`src/rtl/peg_l2_mac_pkg.sv`:
```
// Shared MAC TX definitions: framer states, preamble/SFD bytes
// and CRC-32 constants.
package peg_l2_mac_pkg;

  typedef enum logic [2:0] {
    S_IDLE = 3'd0,
    S_PRE  = 3'd1,
    S_SFD  = 3'd2,
    S_DATA = 3'd3,
    S_PAD  = 3'd4,
    S_FCS  = 3'd5,
    S_IFG  = 3'd6
  } state_t;

  localparam logic [7:0]  PREAMBLE_BYTE = 8'h55;
  localparam logic [7:0]  SFD_BYTE      = 8'hD5;
  localparam logic [31:0] CRC_POLY      = 32'h04C11DB7;
  localparam logic [31:0] CRC_INIT      = 32'hFFFFFFFF;

  function automatic logic [31:0] reflect32(
    input logic [31:0] v
  );
    logic [31:0] r;
    r = '0;
    for (int i = 0; i < 32; i++) r[i] = v[31-i];
    return r;
  endfunction

endpackage

```
`src/rtl/peg_l2_crc32_d8.sv`:
```
// Byte-wide reflected CRC-32 update, purely combinational.
// Data bits enter LSB first, matching Ethernet bit order.
module peg_l2_crc32_d8
  import peg_l2_mac_pkg::*;
(
  input  logic [31:0] crc,
  input  logic [7:0]  data,
  output logic [31:0] crc_next
);

  localparam logic [31:0] POLY_R = reflect32(CRC_POLY);

  logic [31:0] c;

  always_comb begin
    c = crc ^ {24'h0, data};
    for (int i = 0; i < 8; i++) begin
      if (c[0]) c = (c >> 1) ^ POLY_R;
      else      c = c >> 1;
    end
    crc_next = c;
  end

endmodule

```
`src/rtl/peg_l2_mac_tx_mch_framer.sv`:
```
// Multi-channel MAC TX framer: round-robin LLC arbitration,
// preamble/SFD, padding, FCS append and inter-frame gap.
module peg_l2_mac_tx_mch_framer
  import peg_l2_mac_pkg::*;
#(
  parameter int NUM_CH          = 4,
  parameter int PKT_SIZE_W      = 16,
  parameter int IFG_BYTES       = 12,
  parameter int MIN_FRAME_BYTES = 60
) (
  input  logic                clk,
  input  logic                rst,
  input  logic                config_l2_mac_tx_en,
  input  logic                config_l2_mac_tx_padding_en,
  input  logic                config_l2_mac_tx_fcs_en,
  input  logic                mac_pause_en,
  input  logic [NUM_CH-1:0]   llc_tx_valid,
  input  logic [NUM_CH-1:0]   llc_tx_sop,
  input  logic [NUM_CH-1:0]   llc_tx_eop,
  input  logic [8*NUM_CH-1:0] llc_tx_data,
  output logic [NUM_CH-1:0]   llc_tx_ready,
  output logic                rs_tx_valid,
  output logic                rs_tx_sop,
  output logic                rs_tx_eop,
  output logic [7:0]          rs_tx_data,
  input  logic                rs_tx_ready,
  output logic [2:0]          l2_mac_tx_fsm_state,
  output logic [15:0]         l2_mac_tx_frm_cnt,
  output logic [15:0]         l2_mac_tx_drop_cnt
);

  localparam int CW = (NUM_CH > 1) ? $clog2(NUM_CH) : 1;
  localparam logic [PKT_SIZE_W-1:0] MIN_LEN =
    PKT_SIZE_W'(MIN_FRAME_BYTES);
  localparam logic [7:0] IFG_LAST = 8'(IFG_BYTES - 1);

  state_t                state_q, state_d;
  logic [7:0]            idx_q, idx_d;
  logic [PKT_SIZE_W-1:0] bcnt_q, bcnt_d, bcnt_inc;
  logic [31:0]           crc_q, crc_d, crc_nx, fcs;
  logic [CW-1:0]         gnt_q, gnt_d, rr_q, rr_d;
  logic [CW-1:0]         cand_idx;
  logic                  cand_any, adv;
  logic [NUM_CH-1:0]     cand, drain;
  logic                  v_d, s_d, e_d;
  logic [7:0]            dat_d, gdat, crc_in;
  logic                  gvalid, geop;
  int                    c;

  assign adv      = !rs_tx_valid || rs_tx_ready;
  assign gvalid   = llc_tx_valid[gnt_q];
  assign geop     = llc_tx_eop[gnt_q];
  assign gdat     = llc_tx_data[{gnt_q, 3'b000} +: 8];
  assign bcnt_inc = (&bcnt_q) ? bcnt_q : bcnt_q + 1'b1;
  assign fcs      = ~crc_q;
  assign crc_in   = (state_q == S_PAD) ? 8'h00 : gdat;
  assign l2_mac_tx_fsm_state = state_q;

  peg_l2_crc32_d8 u_crc (
    .crc      (crc_q),
    .data     (crc_in),
    .crc_next (crc_nx)
  );

  // Round-robin: first sop-valid channel at or after rr_q.
  always_comb begin
    cand     = llc_tx_valid & llc_tx_sop;
    cand_any = 1'b0;
    cand_idx = '0;
    c        = 0;
    for (int i = 0; i < NUM_CH; i++) begin
      c = int'(rr_q) + i;
      if (c >= NUM_CH) c = c - NUM_CH;
      if (!cand_any && cand[c]) begin
        cand_any = 1'b1;
        cand_idx = CW'(c);
      end
    end
  end

  always_comb begin
    state_d      = state_q;
    idx_d        = idx_q;
    bcnt_d       = bcnt_q;
    crc_d        = crc_q;
    gnt_d        = gnt_q;
    rr_d         = rr_q;
    v_d          = rs_tx_valid;
    s_d          = rs_tx_sop;
    e_d          = rs_tx_eop;
    dat_d        = rs_tx_data;
    llc_tx_ready = '0;
    drain        = '0;
    if (adv) begin
      v_d = 1'b0;
      s_d = 1'b0;
      e_d = 1'b0;
      unique case (state_q)
        S_IDLE: begin
          drain        = llc_tx_valid & ~llc_tx_sop;
          llc_tx_ready = drain;
          if (config_l2_mac_tx_en && !mac_pause_en
              && cand_any) begin
            gnt_d   = cand_idx;
            rr_d    = (cand_idx == CW'(NUM_CH - 1)) ?
                      '0 : cand_idx + 1'b1;
            idx_d   = '0;
            state_d = S_PRE;
          end
        end
        S_PRE: begin
          v_d   = 1'b1;
          s_d   = (idx_q == 8'd0);
          dat_d = PREAMBLE_BYTE;
          idx_d = idx_q + 8'd1;
          if (idx_q == 8'd6) state_d = S_SFD;
        end
        S_SFD: begin
          v_d     = 1'b1;
          dat_d   = SFD_BYTE;
          bcnt_d  = '0;
          crc_d   = CRC_INIT;
          state_d = S_DATA;
        end
        S_DATA: begin
          llc_tx_ready[gnt_q] = 1'b1;
          if (gvalid) begin
            v_d    = 1'b1;
            dat_d  = gdat;
            bcnt_d = bcnt_inc;
            crc_d  = crc_nx;
            idx_d  = '0;
            if (geop) begin
              if (config_l2_mac_tx_padding_en
                  && bcnt_inc < MIN_LEN)
                state_d = S_PAD;
              else if (config_l2_mac_tx_fcs_en)
                state_d = S_FCS;
              else begin
                e_d     = 1'b1;
                state_d = S_IFG;
              end
            end
          end
        end
        S_PAD: begin
          v_d    = 1'b1;
          dat_d  = 8'h00;
          bcnt_d = bcnt_inc;
          crc_d  = crc_nx;
          idx_d  = '0;
          if (bcnt_inc >= MIN_LEN) begin
            if (config_l2_mac_tx_fcs_en)
              state_d = S_FCS;
            else begin
              e_d     = 1'b1;
              state_d = S_IFG;
            end
          end
        end
        S_FCS: begin
          v_d   = 1'b1;
          dat_d = fcs[{idx_q[1:0], 3'b000} +: 8];
          idx_d = idx_q + 8'd1;
          if (idx_q == 8'd3) begin
            e_d     = 1'b1;
            idx_d   = '0;
            state_d = S_IFG;
          end
        end
        S_IFG: begin
          // Gap counts only once the eop beat has left.
          if (!rs_tx_valid) begin
            if (idx_q == IFG_LAST) begin
              idx_d   = '0;
              state_d = S_IDLE;
            end else begin
              idx_d = idx_q + 8'd1;
            end
          end
        end
        default: state_d = S_IDLE;
      endcase
    end
    if (rst) begin
      llc_tx_ready = '0;
      drain        = '0;
    end
  end

  always_ff @(posedge clk) begin
    if (rst) begin
      state_q            <= S_IDLE;
      idx_q              <= '0;
      bcnt_q             <= '0;
      crc_q              <= CRC_INIT;
      gnt_q              <= '0;
      rr_q               <= '0;
      rs_tx_valid        <= 1'b0;
      rs_tx_sop          <= 1'b0;
      rs_tx_eop          <= 1'b0;
      rs_tx_data         <= 8'h00;
      l2_mac_tx_frm_cnt  <= '0;
      l2_mac_tx_drop_cnt <= '0;
    end else begin
      state_q     <= state_d;
      idx_q       <= idx_d;
      bcnt_q      <= bcnt_d;
      crc_q       <= crc_d;
      gnt_q       <= gnt_d;
      rr_q        <= rr_d;
      rs_tx_valid <= v_d;
      rs_tx_sop   <= s_d;
      rs_tx_eop   <= e_d;
      rs_tx_data  <= dat_d;
      if (rs_tx_valid && rs_tx_ready && rs_tx_eop)
        l2_mac_tx_frm_cnt <= l2_mac_tx_frm_cnt + 16'd1;
      l2_mac_tx_drop_cnt <= l2_mac_tx_drop_cnt
                          + 16'($countones(drain));
    end
  end

endmodule

```
`config.mk`:
```
export PLATFORM = sky130hd
export DESIGN_NAME = peg_l2_mac_tx_mch_framer
export DESIGN_NICKNAME = d
export VERILOG_FILES = /design/src/rtl/peg_l2_mac_pkg.sv /design/src/rtl/peg_l2_crc32_d8.sv /design/src/rtl/peg_l2_mac_tx_mch_framer.sv
export SDC_FILE = /design/constraint.sdc
export NUM_CORES = 1
export LEC_CHECK = 0
export ABC_AREA = 1
export CAP_MARGIN = 15
export CORE_MARGIN = 2
export CORE_UTILIZATION = 30
export DETAILED_ROUTE_END_ITERATION = 8
export GPL_TIMING_DRIVEN = 0
export SETUP_SLACK_MARGIN = 0.05
export SLEW_MARGIN = 30
export SYNTH_ARGS = -nofsm -noshare
export SYNTH_HDL_FRONTEND = slang
export SYNTH_SLANG_ARGS = --single-unit
```
`constraint.sdc`:
```
create_clock -name clk -period 5.31 [get_ports clk]
set_clock_uncertainty 0.15 [all_clocks]
set_input_delay 1.062 -clock clk [delete_from_list [all_inputs] [get_ports clk]]
set_output_delay 1.062 -clock clk [all_outputs]
set_load 0.02 [all_outputs]
```
# Yosys cells after proc, flatten, opt, wreduce, memory -nomap -nowiden
# Index checks and enable logic that the tools add are counted.
totals:
  output_inout_bits: 50
  wordCells: 179
  in_bits: 51
  ff_bits: 106
op_classes:
  shifts: 2
  n_addsub: 15
  n_bitwise: 13
  reduce_logical: 27
  mux: 80
  order_cmp: 12
  n_eq_ne: 18
op_table:
  columns: ["operator", "n"]
  rows:
  - ["32-bit two-way mux", 13]
  - ["32-bit by 4-bit < comparator with 1-bit output (second input constant)", 4]
  - ["13-bit NOT with 14-bit output", 8]
  - ["32-bit one-hot mux with 3 select lines", 1]
  - ["32-bit by 6-bit variable part select with 8-bit output", 2]
  - ["8-bit two-way mux", 7]
  - ["16-bit one-hot mux with 3 select lines", 1]
  - ["8-bit one-hot mux with 6 select lines", 1]
  - ["8-bit one-hot mux with 5 select lines", 1]
  - ["16-bit by 1-bit adder with 16-bit output (second input constant)", 2]
  - ["16-bit two-way mux", 2]
  - ["32-bit NOT", 1]
  - ["32-bit by 8-bit XOR with 32-bit output", 1]
  - ["3-bit two-way mux", 8]
  - ["1-bit two-way mux", 23]
  - ["3-bit one-hot mux with 7 select lines", 1]
  - ["4-bit two-way mux", 5]
  - ["16-bit by 3-bit adder with 16-bit output", 1]
  - ["16-bit by 6-bit >= comparator with 1-bit output (second input constant)", 1]
  - ["16-bit by 6-bit < comparator with 1-bit output (second input constant)", 1]
  - ["16-bit AND reduction", 1]
  - ["2-bit two-way mux", 7]
  - ["2-bit inequality test (second input constant)", 7]
  - ["1-bit binary-select mux with 2-bit select", 6]
  - ["other kinds (38)", 62]

# Depth between registers and ports, before layout
# Gate-level depths: netlist (run 1).
depth:
  ltp_word: 21
  mapped_depth: 20
  ltp_nobuf: 20

# By module
# A second synthesis (run 1) with hierarchy kept.
hier_totals:
  hier_cells: 1069
  area_unflattened_um2: 7053.0
modules_own_cells:
  columns: ["mod", "seq_area_each_um2", "instances", "area_each_um2", "cells_each"]
  rows:
  - ["peg_l2_mac_tx_mch_framer", 2122.0, 1, 5878.1, 860]
  - ["peg_l2_crc32_d8", 0.0, 1, 1174.9, 209]

# Worst setup path after synthesis (run 1)
# No wires, ideal clock.
synth_path:
  path_type: "input to register"
  from: "in rst"
  to: "reg l2_mac_tx_drop_cnt[14]"
  setup_slack_ps: 1242
  path_buffers: 1
  arrival_time_ps: 3840
  setup_ps: 78
  path_stages: 19
  required_time_ps: 5082
  cell_sequence: "clkbuf_1 > nor2_1 > nand4_1 > fa_1 > inv_1 > fa_1 > fa_1 > nand2_1 > nor2_1 > inv_1 > nor2_1 > nand2_1 > nor2_1 > nand2_1 > nor4_1 > nand2_1 > nor2_1 > and3_1 > nor3_1"
synth_via:
  elab_chain_cells: 4
  word_cells_on_any_way: 5
  classes_between: "add/sub: 4; mux: 1"
synth_lines:
  columns: ["item", "line", "source"]
  rows:
  - ["start, declared", "peg_l2_mac_tx_mch_framer.sv:12", "input logic rst,"]
  - ["4-bit two-way mux", "peg_l2_mac_tx_mch_framer.sv:185", "if (rst) begin"]
  - ["1-bit by 1-bit adder with 2-bit output (implied by the code)", "peg_l2_mac_tx_mch_framer.sv:219", "+ 16'($countones(drain));"]
  - ["2-bit by 2-bit adder with 3-bit output (implied by the code)", "peg_l2_mac_tx_mch_framer.sv:219", null]
  - ["16-bit by 3-bit adder with 16-bit output", "peg_l2_mac_tx_mch_framer.sv:219", null]
  - ["end signal, assigned", "peg_l2_mac_tx_mch_framer.sv:218", "l2_mac_tx_drop_cnt <= l2_mac_tx_drop_cnt"]
  - ["end, declared", "peg_l2_mac_tx_mch_framer.sv:29", "output logic [15:0] l2_mac_tx_drop_cnt"]
# Several ways; a longest one is shown, not always the timed one.
# A chain may end at the register's enable or synchronous reset.

# Worst setup path in the final report (run 1)
layout_path:
  from: "in rs_tx_ready"
  to: "reg l2_mac_tx_drop_cnt[14]"
layout_via:
  elab_chain_cells: 6
  word_cells_on_any_way: 7
  classes_between: "add/sub: 4; mux: 2; reduce/logical: 1"
layout_lines:
  columns: ["item", "line", "source"]
  rows:
  - ["start, declared", "peg_l2_mac_tx_mch_framer.sv:26", "input logic rs_tx_ready,"]
  - ["1-bit logical OR *", "peg_l2_mac_tx_mch_framer.sv:50", "assign adv = !rs_tx_valid || rs_tx_ready;"]
  - ["4-bit two-way mux *", "peg_l2_mac_tx_mch_framer.sv:94", "if (adv) begin"]
  - ["4-bit two-way mux *", "peg_l2_mac_tx_mch_framer.sv:185", null]
  - ["1-bit by 1-bit adder with 2-bit output (implied by the code)", "peg_l2_mac_tx_mch_framer.sv:219", null]
  - ["2-bit by 2-bit adder with 3-bit output (implied by the code) *", "peg_l2_mac_tx_mch_framer.sv:219", null]
  - ["16-bit by 3-bit adder with 16-bit output *", "peg_l2_mac_tx_mch_framer.sv:219", null]
# Mark *: on every way between the ends. The rest lies on a longest branch, timed or not.

==> impl_metrics.toml, run 1 <==
[yosys]
synthTopCellsByCount = "nand2_1 (356), inv_1 (118), dfxtp_1 (106)"
ys.warnings.count = 0
yosysTopAreaCellShare = 0.2902
avgSynthCellArea_um2 = 6.223
syn-num-nets = 1236
yosys-top-cells-area = "dfxtp_1 (29%), nand2_1 (18%), a21oi_1 (7.0%)"
synth_cell_types = 49
synth_top_flop_cell = "dfxtp_1"
synth_edf_count = 0
synth_top_cell_by_area = "dfxtp_1"
synth_area_um2 = 7312
synth_most_common_cell = "nand2_1"
syn_inst = 1175
ys_seq_area_frac = 0.2902
yosys_register_bits = 106
async_reset_ff_frac = 0

[finish]
drive_gt1_frac = 0.06977
syn2layout_area_growth_pct = 23.25
final_nets = 1346
fin_cells = 1614
diodes = 0
postLayoutCoreUtil = 0.3739
stdcell_area_um2 = 9012

[worst_setup_path]
cp-end-kind = "flip-flop"
critPathLaunchType = "primary input"
required_ps = 5380
crit_fanout = 4
criticalPathCategory = "primary input to flip-flop"
regToRegSetupSlack_ps = 1170
r2r-start = "l2_mac_tx_fsm_state[0]$_SDFFE_PP0P_"
setup.worst_path.end = "l2_mac_tx_drop_cnt[14]$_SDFF_PP0_"
reg2reg_to = "l2_mac_tx_drop_cnt[14]$_SDFF_PP0_"
crit_arrival_ps = 4820
worstSetupStartpoint = "rs_tx_ready"
reg2regPathDepth = 20

[routing]
antenna_left = 0
wl_mm = 24.56
num_vias = 8030
first_pass_iters = 5
drt_iter0_markers = 590
wl_per_cell_um = 15.22
viasPerCell = 4.975
drc = 0

[clock_network]
clkTransAtPathRegs_ps = 70
root_buffer = "clkbuf_16"
ctsHoldBuffers = 0
cts_resized = 0
clock-sinks = 106
insertion_delay_ps = 360
post_cts_buffers = 0
clock_path_buffers = 2
cts_buffers = 9
htree_levels = 3
cts_tree = "done"

[global_route]
grt_pass1_wl_mm = 38.72
grt_max_degree = 18
antenna_found_initial = 0
overflow = 0
grt_pass1_vias = 7208
grt_use_total = 0.1887

[timing]
fmax_ghz = 0.2105
rsz0062_at_grt = "false"
fin_setup_tns_ps = 0
slew_headroom = 0.4625
setup_viol = 0
fin_crit_ps = 4750
slew_viol_final = 0
period_share = 0.8946
hold_viol_final = 0
worst-slew-pin-transition_ps = 806.2

[power]
power.leakage_nw = 3.691
ir_drop_v = 0.0002419
totalPowerFinal_mw = 5.195
power_density_nw_per_um2 = 576.4

[min_path]
hp-class = "flip-flop to flip-flop"
hold_depth = 2
hold_start = "rs_tx_data[5]$_SDFFE_PP0P_"

[die]
die_h_um = 160.1
die-area_um2 = 25640
io_pins = 101
num_rows = 57
core_area_um2 = 24110
start_util = 0.3033
dieWidth_um = 160.1

[place]
dp.cells = 1598
dp_hpwl_mm = 18.74
gp_congestion = 0.9252
portBuffers = 99
dpl_cell_area_um2 = 8708

[outcome]
outcome = "finished clean"

[job]
maxCapViolCount = 0
critical path, cell delays in order:
cell and delay [ps]:
clkdlybuf4s50_1 500, nor2_1 120, nor2_1 290, nand4_1 220, fa_1 500, inv_1 90
fa_1 280, fa_1 230, nand2_1 80, nor2_1 110, inv_1 70, nor2_1 120
nand2_1 60, nor2_1 120, nand2_1 120, nor4_1 330, nand2_1 160, nor2_1 140
and3_1 160, nor3_1 40
cell usage in the layout (no fill, tap or decap), drive strengths merged:
cell and n:
a211oi 6, a21boi 1, a21o 1, a21oi 102, a22oi 3, a31oi 3
a32o 3, a41oi 4, and3 2, buf 22, bufinv 1, clkbuf 26
clkdlybuf4s50 99, clkinv 4, clkinvlp 1, dfxtp 106, fa 3, ha 7
inv 126, nand2 381, nand2b 1, nand3 98, nand3b 3, nand4 25
nor2 106, nor3 14, nor3b 5, nor4 2, o211ai 15, o21a 5
o21ai 84, o21bai 1, o22ai 1, o31ai 4, or2 2, xnor2 3
xor2 20
power by group:
group / internal, mW / switching (mW)
Sequential: 0.976 / 0.198
Combinational: 1.07 / 2.24
Clock: 0.380 / 0.327
per-stage QoR:
stage                     worst slack (ps)  hold slack [ps]
after floorplan                       1242            290.4
after global placement               234.1            301.5
after detailed placement             168.6            311.9
after CTS                            562.1            322.1
after global routing                 216.5            337.1
final                                559.9            319.2
registers in the layout, indices dropped and copies added (netlist names):
register and flops:
bcnt_q 16, l2_mac_tx_drop_cnt 16, idx_q 8, l2_mac_tx_fsm_state 3
rs_tx_data 8, gnt_q 2, rs_tx_eop 1, l2_mac_tx_frm_cnt 16
rs_tx_sop 1, rr_q 2, rs_tx_valid 1, crc_q 32
how the worst min path moves through the flow:
| stage | slack [ps] | end |
|---|---|---|
| 2_1_floorplan | 290 | crc_q[16]$_SDFFE_PP1P_ |
| 3_3_place_gp | 300 | crc_q[16]$_SDFFE_PP1P_ |
| 3_5_place_dp | 310 | rs_tx_data[5]$_SDFFE_PP0P_ |
| 4_1_cts | 320 | rs_tx_data[5]$_SDFFE_PP0P_ |
| 5_1_grt | 340 | rs_tx_data[5]$_SDFFE_PP0P_ |
| 6_report | 320 | rs_tx_data[5]$_SDFFE_PP0P_ |
cell families after synthesis:
logic type | after synthesis | share of synthesized area
adder cells (fa/ha/maj) | 10 | 0.02019
AO/OA/AOI/OAI | 233 | 0.1771
AND/OR/NAND/NOR | 639 | 0.3879
buffers and inverters | 164 | 0.09291
XOR/XNOR | 23 | 0.03166
flip-flops | 106 | 0.2902
cell type report:
class / instances / area, um2
clock inverters: 6 / 65.06
repair buffers: 99 / 991.0
fillers: 2630 / 15090
inverters: 126 / 479.2
plain buffers: 38 / 200.2
well taps: 324 / 405.4
clock buffers: 10 / 239.0
multi-input cells: 905 / 4511
flip-flops and latches: 106 / 2122
per-layer routing:
metal,global-route usage,wire length (um),vias up,share of wire
met5,0,0,-,0
li1,-,-,4089,-
met3,0.04208,1904,17,0.078
met1,0.2646,11860,3659,0.48
met4,0.04259,301,0,0.012
met2,0.2957,10500,265,0.43
No activity file was read; power rests on OpenSTA's default activity.
==> run 2: changes to the inputs <==
CORE_ASPECT_RATIO = 2   (was unset)
CTS_CLUSTER_SIZE = 30   (was unset)
==> run 2 against run 1 <==
Core utilization is 0.15 points higher. Register-to-register slack worse by 30 ps. Wire length increased by 13%. Hold slack better by 7.5 ps. Die area increased by 0.30%.
==> impl_metrics.toml, run 2 (synthesized netlist as in run 1, its figures left out) <==
[outcome]
outcome = "finished clean"

[finish]
fin_cells = 1576
max_flop_register = "crc_q"
drive_gt1_frac = 0.06827
largest_reg_flops = 32
stdcell_area_um2 = 8981
final_nets = 1346
filler_cell_count = 2557
layout_common_cells = "nand2_1 (356), inv_1 (118), dfxtp_1 (106)"
syn2layout_area_growth_pct = 22.83
layout.cells.most_common = "nand2_1"
postLayoutCoreUtil = 0.3754
diodes = 0

[die]
start_util = 0.3056
die-area_um2 = 25710
die_h_um = 224.8
dieWidth_um = 114.4
io_pins = 101
core_area_um2 = 23920
num_rows = 80

[global_route]
grt_max_degree = 17
grt_pass1_wl_mm = 43.18
antenna_found_initial = 0
grt_pass1_vias = 8132
overflow = 0
grt_use_total = 0.2211

[timing]
period_share = 0.8551
setup_viol = 0
fmax_ghz = 0.2202
fin_crit_ps = 4541
rsz0062_at_grt = "false"
hold_viol_final = 0
timing.hold.ws_ps = 326.7
slew_viol_final = 0
fin_setup_tns_ps = 0
slew_headroom = 0.3120
worst-slew-pin-transition_ps = 1032

[routing]
first_pass_iters = 5
wl_mm = 27.85
antenna_left = 0
drc = 0
viasPerCell = 5.161
wl_per_cell_um = 17.67
drt_iter0_markers = 496
num_vias = 8134

[power]
power_density_nw_per_um2 = 593.6
power.leakage_nw = 3.694
ir_drop_v = 0.0002025

[clock_network]
htree_levels = 3
clkTransAtPathRegs_ps = 70
cts_buffers = 9
clock-sinks = 106
post_cts_buffers = 0
insertion_delay_ps = 380
root_buffer = "clkbuf_16"
clock_path_buffers = 2
ctsHoldBuffers = 0
cts_tree = "done"
cts_resized = 0

[worst_setup_path]
cp-end-kind = "flip-flop"
crit_arrival_ps = 4610
crit_fanout = 4
required_ps = 5380
criticalPathCategory = "primary input to flip-flop"
critPathLaunchType = "primary input"

[place]
portBuffers = 99
dpl_cell_area_um2 = 8662
dp_hpwl_mm = 22.65
dp.cells = 1561
gp_congestion = 0.9583

[job]
maxCapViolCount = 0

[min_path]
hp-class = "flip-flop to flip-flop"
==> run 2: cell types whose count changed in the layout (fill, tap and decap cells not counted) <==
cell	previous run	this run
bufinv_16	1	2
clkbuf_1	16	17
clkinv_2	3	1
inv_6	1	0
==> run 2: worst paths after layout <==
kind                                                          start                           endpoint  slack, ps  cells past startpoint
worst min-delay path                         crc_q[16]$_SDFFE_PP1P_             crc_q[16]$_SDFFE_PP1P_        330                      2
worst min register to register               crc_q[16]$_SDFFE_PP1P_             crc_q[16]$_SDFFE_PP1P_        330                      2
worst max register to register  l2_mac_tx_fsm_state[0]$_SDFFE_PP0P_  l2_mac_tx_drop_cnt[14]$_SDFF_PP0_       1140                     20
worst max-delay path                                    rs_tx_ready  l2_mac_tx_drop_cnt[14]$_SDFF_PP0_        770                     20
==> run 2: through the flow <==
stage	setup slack, ps	total power [mW]
global route	319.3	5.778
CTS	765.6	5.318
detailed placement	388.3	4.555
finish	769.5	5.331
global placement	431.1	4.501
floorplan	1242	3.538
==> run 2: per-layer routing <==
layer | share of wire | vias up | wire length [um] | track usage
met5 | 0 | - | 0 | 0
met4 | 0.088 | 0 | 2458 | 0.1837
met3 | 0.041 | 115 | 1140 | 0.03988
met2 | 0.55 | 253 | 15300 | 0.4253
met1 | 0.32 | 3691 | 8956 | 0.1891
li1 | - | 4075 | - | -
==> run 2: power breakdown <==
group / switching [mW] / internal (mW)
clock: 0.331 / 0.425
sequential: 0.182 / 0.976
combinational: 2.35 / 1.07
==> run 2: cell type report <==
type	count	area, um2	share of cell area
multi-input cells	905	4511	0.5022
flip-flops and latches	106	2122	0.2363
well taps	287	359.1	0.03998
clock buffers	11	242.7	0.02703
plain buffers	38	200.2	0.02229
inverters	126	479.2	0.05336
repair buffers	99	991.0	0.1103
clock inverters	4	76.32	0.008498
==> run 2: critical path: stages <==
cell and delay (ps):
clkdlybuf4s50_1 490, nor2_1 110, nor2_1 260, nand4_1 200
fa_1 500, inv_1 90, fa_1 260, fa_1 220
nand2_1 80, nor2_1 100, inv_1 70, nor2_1 120
nand2_1 70, nor2_1 120, nand2_1 110, nor4_1 280
nand2_1 130, nor2_1 140, and3_1 160, nor3_1 40
==> run 3: changes to the inputs <==
PLACE_DENSITY = 0.58   (was unset)
SLEW_MARGIN = 0   (was 30)
TNS_END_PERCENT = 5   (was unset)
==> run 3 against run 2 <==
First-iteration DRC count decreased by 7.1%. Register-to-register slack lost 30 ps. Critical path type unchanged. Clock-buffer cell count unchanged. Fmax shrank 0.45%. Die area unchanged. Combinational power is 2% higher.
==> impl_metrics.toml, run 3 (synthesized netlist as in run 1, its figures left out) <==
[outcome]
outcome = "finished clean"

[routing]
viasPerCell = 5.241
drt_iter0_markers = 461
num_vias = 8265
wl_per_cell_um = 18.39
drc = 0
antenna_left = 0
wl_mm = 29.01
first_pass_iters = 5

[finish]
layout_common_cells = "nand2_1 (356), inv_1 (118), dfxtp_1 (106)"
postLayoutCoreUtil = 0.3742
stdcell_area_um2 = 8952
drive_gt1_frac = 0.06977
fin_cells = 1577
layout.cells.most_common = "nand2_1"
syn2layout_area_growth_pct = 22.43
final_nets = 1346
diodes = 0
largest_reg_flops = 32
max_flop_register = "crc_q"

[place]
dp_hpwl_mm = 23.27
dp_slack_ps = 371.0
dp.cells = 1561
dpl_cell_area_um2 = 8662
gp_congestion = 0.9583
portBuffers = 99

[timing]
setup_viol = 0
timing.hold.ws_ps = 328.7
slew_headroom = 0.3690
setup_slack_ps = 748.9
fin_crit_ps = 4561
fmax_ghz = 0.2192
fin_setup_tns_ps = 0
period_share = 0.8590
worst-slew-pin-transition_ps = 946.5
slew_viol_final = 0
hold_viol_final = 0
rsz0062_at_grt = "false"

[global_route]
antenna_found_initial = 0
grt_max_degree = 18
grt_pass1_wl_mm = 43.40
overflow = 0
grt_use_total = 0.2271
grt_pass1_vias = 7997

[job]
maxCapViolCount = 0

[worst_setup_path]
critPathLaunchType = "primary input"
criticalPathCategory = "primary input to flip-flop"
reg2regPathDepth = 20
regToRegSetupSlack_ps = 1110
critPathMostFrequentCell = "nor2_1"
r2r-start = "l2_mac_tx_fsm_state[0]$_SDFFE_PP0P_"
critPathBufInv = 3
worst-path-stages = 20
crit_family = "simple AND/OR/NAND/NOR gates"
crit_fanout = 4
cp-end-kind = "flip-flop"
crit_chain = "clkdlybuf4s50_1, nor2_1, nor2_1, nand4_1, fa_1, inv_1, fa_1, fa_1, nand2_1, nor2_1, inv_1, nor2_1, nand2_1, nor2_1, nand2_1, nor4_1, nand2_1, nor2_1, and3_1, nor3_1"
required_ps = 5390
cp_slowest_stage_delay_ps = 430
reg2reg_to = "l2_mac_tx_drop_cnt[14]$_SDFF_PP0_"
crit_arrival_ps = 4640
cpMaxStageDelayCell = "fa_1"

[clock_network]
post_cts_buffers = 0
ctsHoldBuffers = 0
cts_tree = "done"
cts_resized = 0
clkTransAtPathRegs_ps = 80
insertion_delay_ps = 380
cts_buffers = 9
htree_levels = 3
root_buffer = "clkbuf_16"
clock_path_buffers = 2
clock-sinks = 106

[power]
ir_drop_v = 0.0002356
power_density_nw_per_um2 = 597.6
power.leakage_nw = 3.680
totalPowerFinal_mw = 5.350

[die]
die_h_um = 224.8
num_rows = 80
core_area_um2 = 23920
die-area_um2 = 25710
io_pins = 101
dieWidth_um = 114.4
start_util = 0.3056

[min_path]
hold_depth = 2
hold_start = "rs_tx_data[5]$_SDFFE_PP0P_"
min_to = "rs_tx_data[5]$_SDFFE_PP0P_"
hp-class = "flip-flop to flip-flop"
-- run 3: worst register-to-register path: cells and delay by family (launching register included) --
family / cells / cell delay, ps
and+or+nand+nor: 14 / 2290
adders and majority gates: 3 / 990
DFF: 1 / 390
buffers and inverters: 3 / 220
-- run 3: power breakdown --
group	total [mW]	internal [mW]	switching (mW)	leakage, nW
Combinational	3.49	1.07	2.43	2.68
Sequential	1.16	0.976	0.188	0.862
Clock	0.691	0.346	0.345	0.138
-- run 3: final cells by class --
cell class | instances | area, um2
tap | 287 | 359.1
multi-input combinational | 905 | 4511
fill | 2629 | 14970
buffer | 38 | 200.2
clock buffer | 11 | 252.7
timing repair buffer | 99 | 991.0
clock inverter | 5 | 37.54
inverter | 126 | 479.2
sequential | 106 | 2122
-- run 3: layer usage --
layer	global-route usage	vias to the layer above	wire length, um
met4	0.2050	0	2769
met3	0.03449	123	1213
met5	0	-	0
li1	-	4086	-
met2	0.4402	269	15840
met1	0.1883	3787	9181
-- run 3: worst max-delay path by stage --
stage / start / to
floorplan: rst / l2_mac_tx_drop_cnt[14]$_SDFF_PP0_
global placement: rs_tx_ready / l2_mac_tx_drop_cnt[14]$_SDFF_PP0_
detailed placement: rs_tx_ready / l2_mac_tx_drop_cnt[14]$_SDFF_PP0_
CTS: rs_tx_ready / l2_mac_tx_drop_cnt[14]$_SDFF_PP0_
global route: rs_tx_ready / l2_mac_tx_drop_cnt[14]$_SDFF_PP0_
finish: rs_tx_ready / l2_mac_tx_drop_cnt[14]$_SDFF_PP0_
